$ cat config.mk
export PLATFORM = sky130hd
export DESIGN_NAME = uart_cmd_sequencer
export DESIGN_NICKNAME = d
export VERILOG_FILES = /design/src/rtl/uart_seq_pkg.sv /design/src/rtl/seq_script_mem.sv /design/src/rtl/uart_cmd_sequencer.sv
export SDC_FILE = /design/constraint.sdc
export NUM_CORES = 1
export LEC_CHECK = 0
export BUFFER_PORTS_ARGS = -buffer_cell sky130_fd_sc_hd__buf_4
export CAP_MARGIN = 30
export CORE_UTILIZATION = 65
export DETAILED_ROUTE_END_ITERATION = 10
export PLACE_DENSITY = 0.93
export SETUP_SLACK_MARGIN = 0.02
export SLEW_MARGIN = 20
export SYNTH_ARGS = -nofsm -noshare
export SYNTH_HDL_FRONTEND = slang
export SYNTH_HIERARCHICAL = 1
export SYNTH_SLANG_ARGS = --single-unit
$ cat constraint.sdc
create_clock -name clk -period 9 [get_ports clk]
set_clock_uncertainty 0.15 [all_clocks]
set_input_delay 0 -clock clk [delete_from_list [all_inputs] [get_ports clk]]
set_output_delay 0 -clock clk [all_outputs]
set_load 0.1 [all_outputs]
$ cat src/rtl/uart_seq_pkg.sv
// Shared types and helpers for the UART command-script sequencer.
package uart_seq_pkg;

  typedef enum logic [1:0] {
    SEQ_IDLE      = 2'd0,
    SEQ_WAIT_DLY  = 2'd1,
    SEQ_SEND      = 2'd2,
    SEQ_WAIT_DONE = 2'd3
  } seq_state_t;

  // Address width that stays at least one bit wide for tiny depths.
  function automatic int seq_addr_w(input int depth);
    return (depth > 1) ? $clog2(depth) : 1;
  endfunction

  // Largest programmable per-entry delay for the default delay width.
  localparam int              DEF_DLY_W = 16;
  localparam longint unsigned MAX_DLY   = (64'd1 << DEF_DLY_W) - 64'd1;

endpackage

$ cat src/rtl/seq_script_mem.sv
// Script storage: DEPTH entries of {delay, command byte}, one write port,
// two asynchronous read ports (data at the playing entry, delay at the next one).
module seq_script_mem
  import uart_seq_pkg::*;
#(
  parameter int DEPTH  = 16,
  parameter int DATA_W = 8,
  parameter int DLY_W  = 16
) (
  input  logic                         clk,
  input  logic                         i_we,
  input  logic [seq_addr_w(DEPTH)-1:0] i_waddr,
  input  logic [DLY_W-1:0]             i_wdly,
  input  logic [DATA_W-1:0]            i_wdata,
  input  logic [seq_addr_w(DEPTH)-1:0] i_data_addr,
  input  logic [seq_addr_w(DEPTH)-1:0] i_dly_addr,
  output logic [DATA_W-1:0]            o_rd_data,
  output logic [DLY_W-1:0]             o_rd_dly
);

  logic [DLY_W-1:0]  r_dly  [DEPTH];
  logic [DATA_W-1:0] r_data [DEPTH];

  // Capture a script entry on a qualified write strobe.
  // NOTE: the array has no reset; it is plain storage that software always
  // writes before use, and leaving it unreset keeps it as simple registers.
  always_ff @(posedge clk) begin
    if (i_we) begin
      r_dly[i_waddr]  <= i_wdly;
      r_data[i_waddr] <= i_wdata;
    end
  end

  assign o_rd_data = r_data[i_data_addr];
  assign o_rd_dly  = r_dly[i_dly_addr];

endmodule

$ cat src/rtl/uart_cmd_sequencer.sv
// Plays a stored {delay, byte} script into UART_tx, with loop mode and abort.
module uart_cmd_sequencer
  import uart_seq_pkg::*;
#(
  parameter int DEPTH  = 16,
  parameter int DATA_W = 8,
  parameter int DLY_W  = 16
) (
  input  logic                         clk,
  input  logic                         rst_n,
  input  logic                         wr_en,
  input  logic [seq_addr_w(DEPTH)-1:0] wr_addr,
  input  logic [DLY_W-1:0]             wr_dly,
  input  logic [DATA_W-1:0]            wr_data,
  input  logic [seq_addr_w(DEPTH):0]   len,
  input  logic                         loop_mode,
  input  logic                         start,
  input  logic                         abort,
  input  logic                         tx_done,
  output logic                         trmt,
  output logic [DATA_W-1:0]            tx_data,
  output logic                         busy,
  output logic                         done,
  output logic [seq_addr_w(DEPTH)-1:0] idx
);

  localparam int          AW      = seq_addr_w(DEPTH);
  localparam logic [AW:0] LEN_MAX = (AW+1)'(DEPTH);

  seq_state_t        r_state, w_state_nxt;
  logic [AW-1:0]     r_idx, w_idx_nxt;
  logic [DLY_W-1:0]  r_cnt, w_cnt_nxt;
  logic [AW:0]       r_len, w_len_nxt;
  logic              r_loop, w_loop_nxt;
  logic              r_trmt, w_trmt_nxt;
  logic              r_done, w_done_nxt;
  logic [DATA_W-1:0] r_tx_data, w_tx_data_nxt;

  logic              w_last;
  logic [AW-1:0]     w_dly_addr;
  logic [DATA_W-1:0] w_rd_data;
  logic [DLY_W-1:0]  w_rd_dly;

  // Writes are only accepted while idle so a running script never changes.
  seq_script_mem #(
    .DEPTH  (DEPTH),
    .DATA_W (DATA_W),
    .DLY_W  (DLY_W)
  ) u_mem (
    .clk         (clk),
    .i_we        (wr_en && (r_state == SEQ_IDLE)),
    .i_waddr     (wr_addr),
    .i_wdly      (wr_dly),
    .i_wdata     (wr_data),
    .i_data_addr (r_idx),
    .i_dly_addr  (w_dly_addr),
    .o_rd_data   (w_rd_data),
    .o_rd_dly    (w_rd_dly)
  );

  assign w_last = ({1'b0, r_idx} == (r_len - (AW+1)'(1)));

  // The delay port looks at the entry that will play next: entry 0 on start
  // or wrap, otherwise the one after the byte just finished.
  assign w_dly_addr = ((r_state == SEQ_WAIT_DONE) && !w_last) ? (r_idx + AW'(1)) : '0;

  // Next-state and next-output decode; abort overrides everything else.
  // NOTE: every target gets a default first, so no path leaves a variable
  // unassigned and no latch is inferred; trmt/done default low to make pulses.
  always_comb begin
    w_state_nxt   = r_state;
    w_idx_nxt     = r_idx;
    w_cnt_nxt     = r_cnt;
    w_len_nxt     = r_len;
    w_loop_nxt    = r_loop;
    w_trmt_nxt    = 1'b0;
    w_done_nxt    = 1'b0;
    w_tx_data_nxt = r_tx_data;
    if (abort) begin
      w_state_nxt = SEQ_IDLE;
    end else begin
      unique case (r_state)
        SEQ_IDLE: begin
          if (start) begin
            if (len == '0) begin
              w_done_nxt = 1'b1;
            end else begin
              w_len_nxt   = (len > LEN_MAX) ? LEN_MAX : len;
              w_loop_nxt  = loop_mode;
              w_idx_nxt   = '0;
              w_cnt_nxt   = w_rd_dly;
              w_state_nxt = SEQ_WAIT_DLY;
            end
          end
        end
        SEQ_WAIT_DLY: begin
          if (r_cnt == '0) w_state_nxt = SEQ_SEND;
          else             w_cnt_nxt   = r_cnt - DLY_W'(1);
        end
        SEQ_SEND: begin
          w_trmt_nxt    = 1'b1;
          w_tx_data_nxt = w_rd_data;
          w_state_nxt   = SEQ_WAIT_DONE;
        end
        SEQ_WAIT_DONE: begin
          if (tx_done) begin
            if (w_last && !r_loop) begin
              w_state_nxt = SEQ_IDLE;
              w_done_nxt  = 1'b1;
            end else begin
              w_idx_nxt   = w_last ? '0 : (r_idx + AW'(1));
              w_cnt_nxt   = w_rd_dly;
              w_state_nxt = SEQ_WAIT_DLY;
            end
          end
        end
        default: w_state_nxt = SEQ_IDLE;
      endcase
    end
  end

  // State and registered outputs; trmt comes straight from a flop so it is glitch-free.
  // NOTE: sequential state uses non-blocking assignments so every register
  // samples the pre-edge values regardless of statement order.
  always_ff @(posedge clk or negedge rst_n) begin
    if (!rst_n) begin
      r_state   <= SEQ_IDLE;
      r_idx     <= '0;
      r_cnt     <= '0;
      r_len     <= '0;
      r_loop    <= 1'b0;
      r_trmt    <= 1'b0;
      r_done    <= 1'b0;
      r_tx_data <= '0;
    end else begin
      r_state   <= w_state_nxt;
      r_idx     <= w_idx_nxt;
      r_cnt     <= w_cnt_nxt;
      r_len     <= w_len_nxt;
      r_loop    <= w_loop_nxt;
      r_trmt    <= w_trmt_nxt;
      r_done    <= w_done_nxt;
      r_tx_data <= w_tx_data_nxt;
    end
  end

  assign trmt    = r_trmt;
  assign tx_data = r_tx_data;
  assign busy    = (r_state != SEQ_IDLE);
  assign done    = r_done;
  assign idx     = r_idx;

endmodule

==> flow_summary_export.csv <==
group,metric,value,unit
synth,syn_area_per_cell,19.6,sq um
power,p_int,3.49,mW
final_layout,fin_nets,1045,
clock_tree,cts_tree,"done",
synth,syn_area,0.0168,sq mm
clock_tree,cts_buffers,41,
die,fp.dieH,163,um
sta,worst_pin_slew,1.05,ns
power,switching_share,29.5,%
detailed_routing,vias,10000,
final_layout,final_cells,1359,
place,dp.cells,1230,
min_path,hp-class,"primary input to register",
sta,slew_headroom,30.1,%
sta,slew_viol_final,0,
synth,synth_nets,908,
detailed_routing,route.detailed.drc,0,
sta,setup_slack,3.78,ns
critical_path,arrival,5.47,ns
status,status,"finished clean",
power,powerDensity,254,mW/mm^2
sta,setup_violations,0,
global_route,grt_max_degree,65,
critical_path,path_max_fanout,45,
sta,fin_tns_setup,0,ns
synth,synth_edf_count,384,
die,initial_core_util,66.6,%
flow_run,drv_cap,0,
die,boundaryPins,55,
power,p_leak,6.36,nW
final_layout,fillers,1191,
synth,synthCells,860,
die,fp.dieW,163,um
critical_path,startpoint_type,"register",
power,combinationalPowerShare,18.6,%
global_route,grt_antenna_before_repair,0,
global_route,grt_use_total,35.7,%
synth,synth_warnings,6,
clock_tree,clk_latency,0.54,ns
clock_tree,cts_buffer_depth,3,
place,place_ws,4.06,ns
final_layout,drive_above_1_share,25.8,%
die,dieArea,0.0265,sq mm
sta,hold_viol,0,
detailed_routing,drtAntennaViolNets,0,
synth,synth_seq_cells,422,
power,netSwitchingPower,1.46,mW
power,pwr-share-clk,33.5,%
critical_path,crit_type,"register to register",
sta,fin_crit,5.22,ns
global_route,grt_overflow_total,0,
die,core_area,0.0253,sq mm
detailed_routing,drt_first_iter_violations,1757,
global_route,grt_first_pass_wirelength,66400,um
detailed_routing,viasPerCell,7.36,
clock_tree,clkTransAtPathRegs,0.06,ns
sta,rsz0062_at_grt,"no",
place,io_buffers,54,
detailed_routing,routedWlPerCell,33.5,um
synth,synth_cell_types,55,
detailed_routing,wl,45500,um
final_layout,multi_input_area,0.00414,sq mm
power,p_total,4.95,mW
synth,ys_seq_area_share,74.2,%
clock_tree,root_buffer,"clkbuf_16",
final_layout,synthToLayoutAreaGrowth,16.0,%
global_route,first_global_vias,10300,
synth,synth_async_sr_flop_share,9.00,%
sta,timing.fmax,192,MHz
sta,finalCritPeriodShare,58.0,%
power,irDropWorstVdd,282,uV
synth,ys.flop_type,"edfxtp_1",
clock_tree,cts.sinks,422,
final_layout,final_common_cell,"edfxtp_1",
detailed_routing,first_pass_iters,8,
final_layout,diodes,0,
critical_path,cp-end-kind,"register",
final_layout,mostFrequentLayoutCells,"edfxtp_1, mux4_2, buf_4",
final_layout,regArea,0.0125,sq mm
place,gp_congestion,0.839,
place,dp_hpwl,22600,um
die,rows,58,
critical_path,cp.required,9.25,ns
clock_tree,cts-htree-levels,2,
power,seq_power_share,47.9,%
[timing repair]
item,CTS,global route
resized for setup,0,0
endpoints found under the hold margin,476,0
hold buffers,52,0
buffers inserted,0,0
[cell usage after synthesis (3+ instances only)]
library cell  instances  share of area [%]
nor3_1               24               0.71
buf_2                 3              0.089
nor3b_1               4               0.18
edfxtp_1            384                 69
and4_1                4               0.21
xnor2_1               3               0.16
nand2_1              37               0.83
o22ai_1               3               0.11
clkbuf_1             16               0.36
dfrtp_1              38                5.7
a21oi_1              21               0.62
nand3b_1              7               0.31
nand3_1               6               0.18
buf_6                 7               0.47
o21ai_0              16               0.48
a31oi_1               4               0.15
nand4_1               3               0.11
a22oi_1              48                2.1
buf_1                10               0.22
inv_1                13               0.29
buf_4                 4               0.18
or3_1                 4               0.15
nand2b_1              7               0.26
mux4_2               84                 11
nor2b_1               9               0.33
nor2_1               30               0.67
and2_1                5               0.19
ha_1                  8               0.60
mux2_2               10               0.67
mux4_1               12                1.9
[stage by stage]
step / utilization (%) / hold WS (ns) / area, sq um
2_1_floorplan: - / -0.446 / 16800
3_3_place_gp: 69.9 / -0.113 / 17700
3_5_place_dp: 70.0 / -0.116 / 17700
4_1_cts: 77.1 / 0.0276 / 19500
5_1_grt: 77.2 / 0.0994 / 19500
6_report: 77.2 / 0.0882 / 19500
[final timing paths]
check | start | to | slack, ns | cells after the start
hold reg to reg | tx_data[7]$_DFFE_PN0P_ | tx_data[7]$_DFFE_PN0P_ | 0.37 | 1
min in group asynchronous | rst_n | tx_data[4]$_DFFE_PN0P_ | 0.39 | 4
setup reg to reg | r_len[0]$_DFFE_PN0P_ | r_cnt[3]$_DFFE_PN0P_ | 3.78 | 13
hold / removal | abort | done$_DFF_PN0_ | 0.09 | 3
setup / recovery | r_len[0]$_DFFE_PN0P_ | r_cnt[3]$_DFFE_PN0P_ | 3.78 | 13
max in group asynchronous | rst_n | idx[0]$_DFFE_PN0P_ | 8.08 | 4
[metal layers]
metal	routed length [um]	global-route usage, %
met5	0	0
met2	22000	55.2
met4	2770	21.9
met3	5950	9.47
met1	14700	45.7
[power by group through the flow]
stage	Sequential, mW	Combinational, mW	Clock (mW)
after floorplan	2.50	0.468	0
after global placement	2.37	0.777	0
after detailed placement	2.39	0.820	0
after CTS	2.36	0.886	1.65
after global routing	2.38	0.958	1.73
final	2.37	0.921	1.66
[cells by family (layout without fill, tap and decap cells)]
kind of cell	after synthesis	after routing	synth area share, %
buffers and inverters	53	222	1.61
adder cells (fa/ha/maj)	8	8	0.595
AND/OR/NAND/NOR	155	155	4.87
multiplexers	108	108	13.9
flip-flops	422	422	74.2
XOR/XNOR	5	5	0.260
AO/OA/AOI/OAI	109	109	4.52
[layout make-up]
cell class                      count  area share (%)
Sequential cell                   422            64.0
Timing Repair Buffer              134            5.95
Multi-Input combinational cell    385            21.2
Inverter                           13           0.250
Tap cell                          330            2.12
Clock buffer                       57            5.89
Clock inverter                     18           0.596
[sequential cells by signal (all words and copies together), names as in the netlist]
name	flops
u_mem/r_dly	256
u_mem/r_data	128
r_loop	1
done	1
r_cnt	16
r_state	2
idx	4
r_len	5
tx_data	8
trmt	1
[worst max-delay path, cell delays in order (launching register included)]
cell and delay (ns):
dfrtp_1 0.38, inv_1 0.06, ha_1 0.24, nand4b_1 0.11
a21oi_1 0.11, o311ai_0 0.48, nand2_1 0.36, nor2_4 0.74
buf_4 0.82, mux4_1 0.67, a22oi_1 0.29, nand2_1 0.14
nor3_1 0.36, nor3_1 0.12
(Power assumes the default switching activity.)
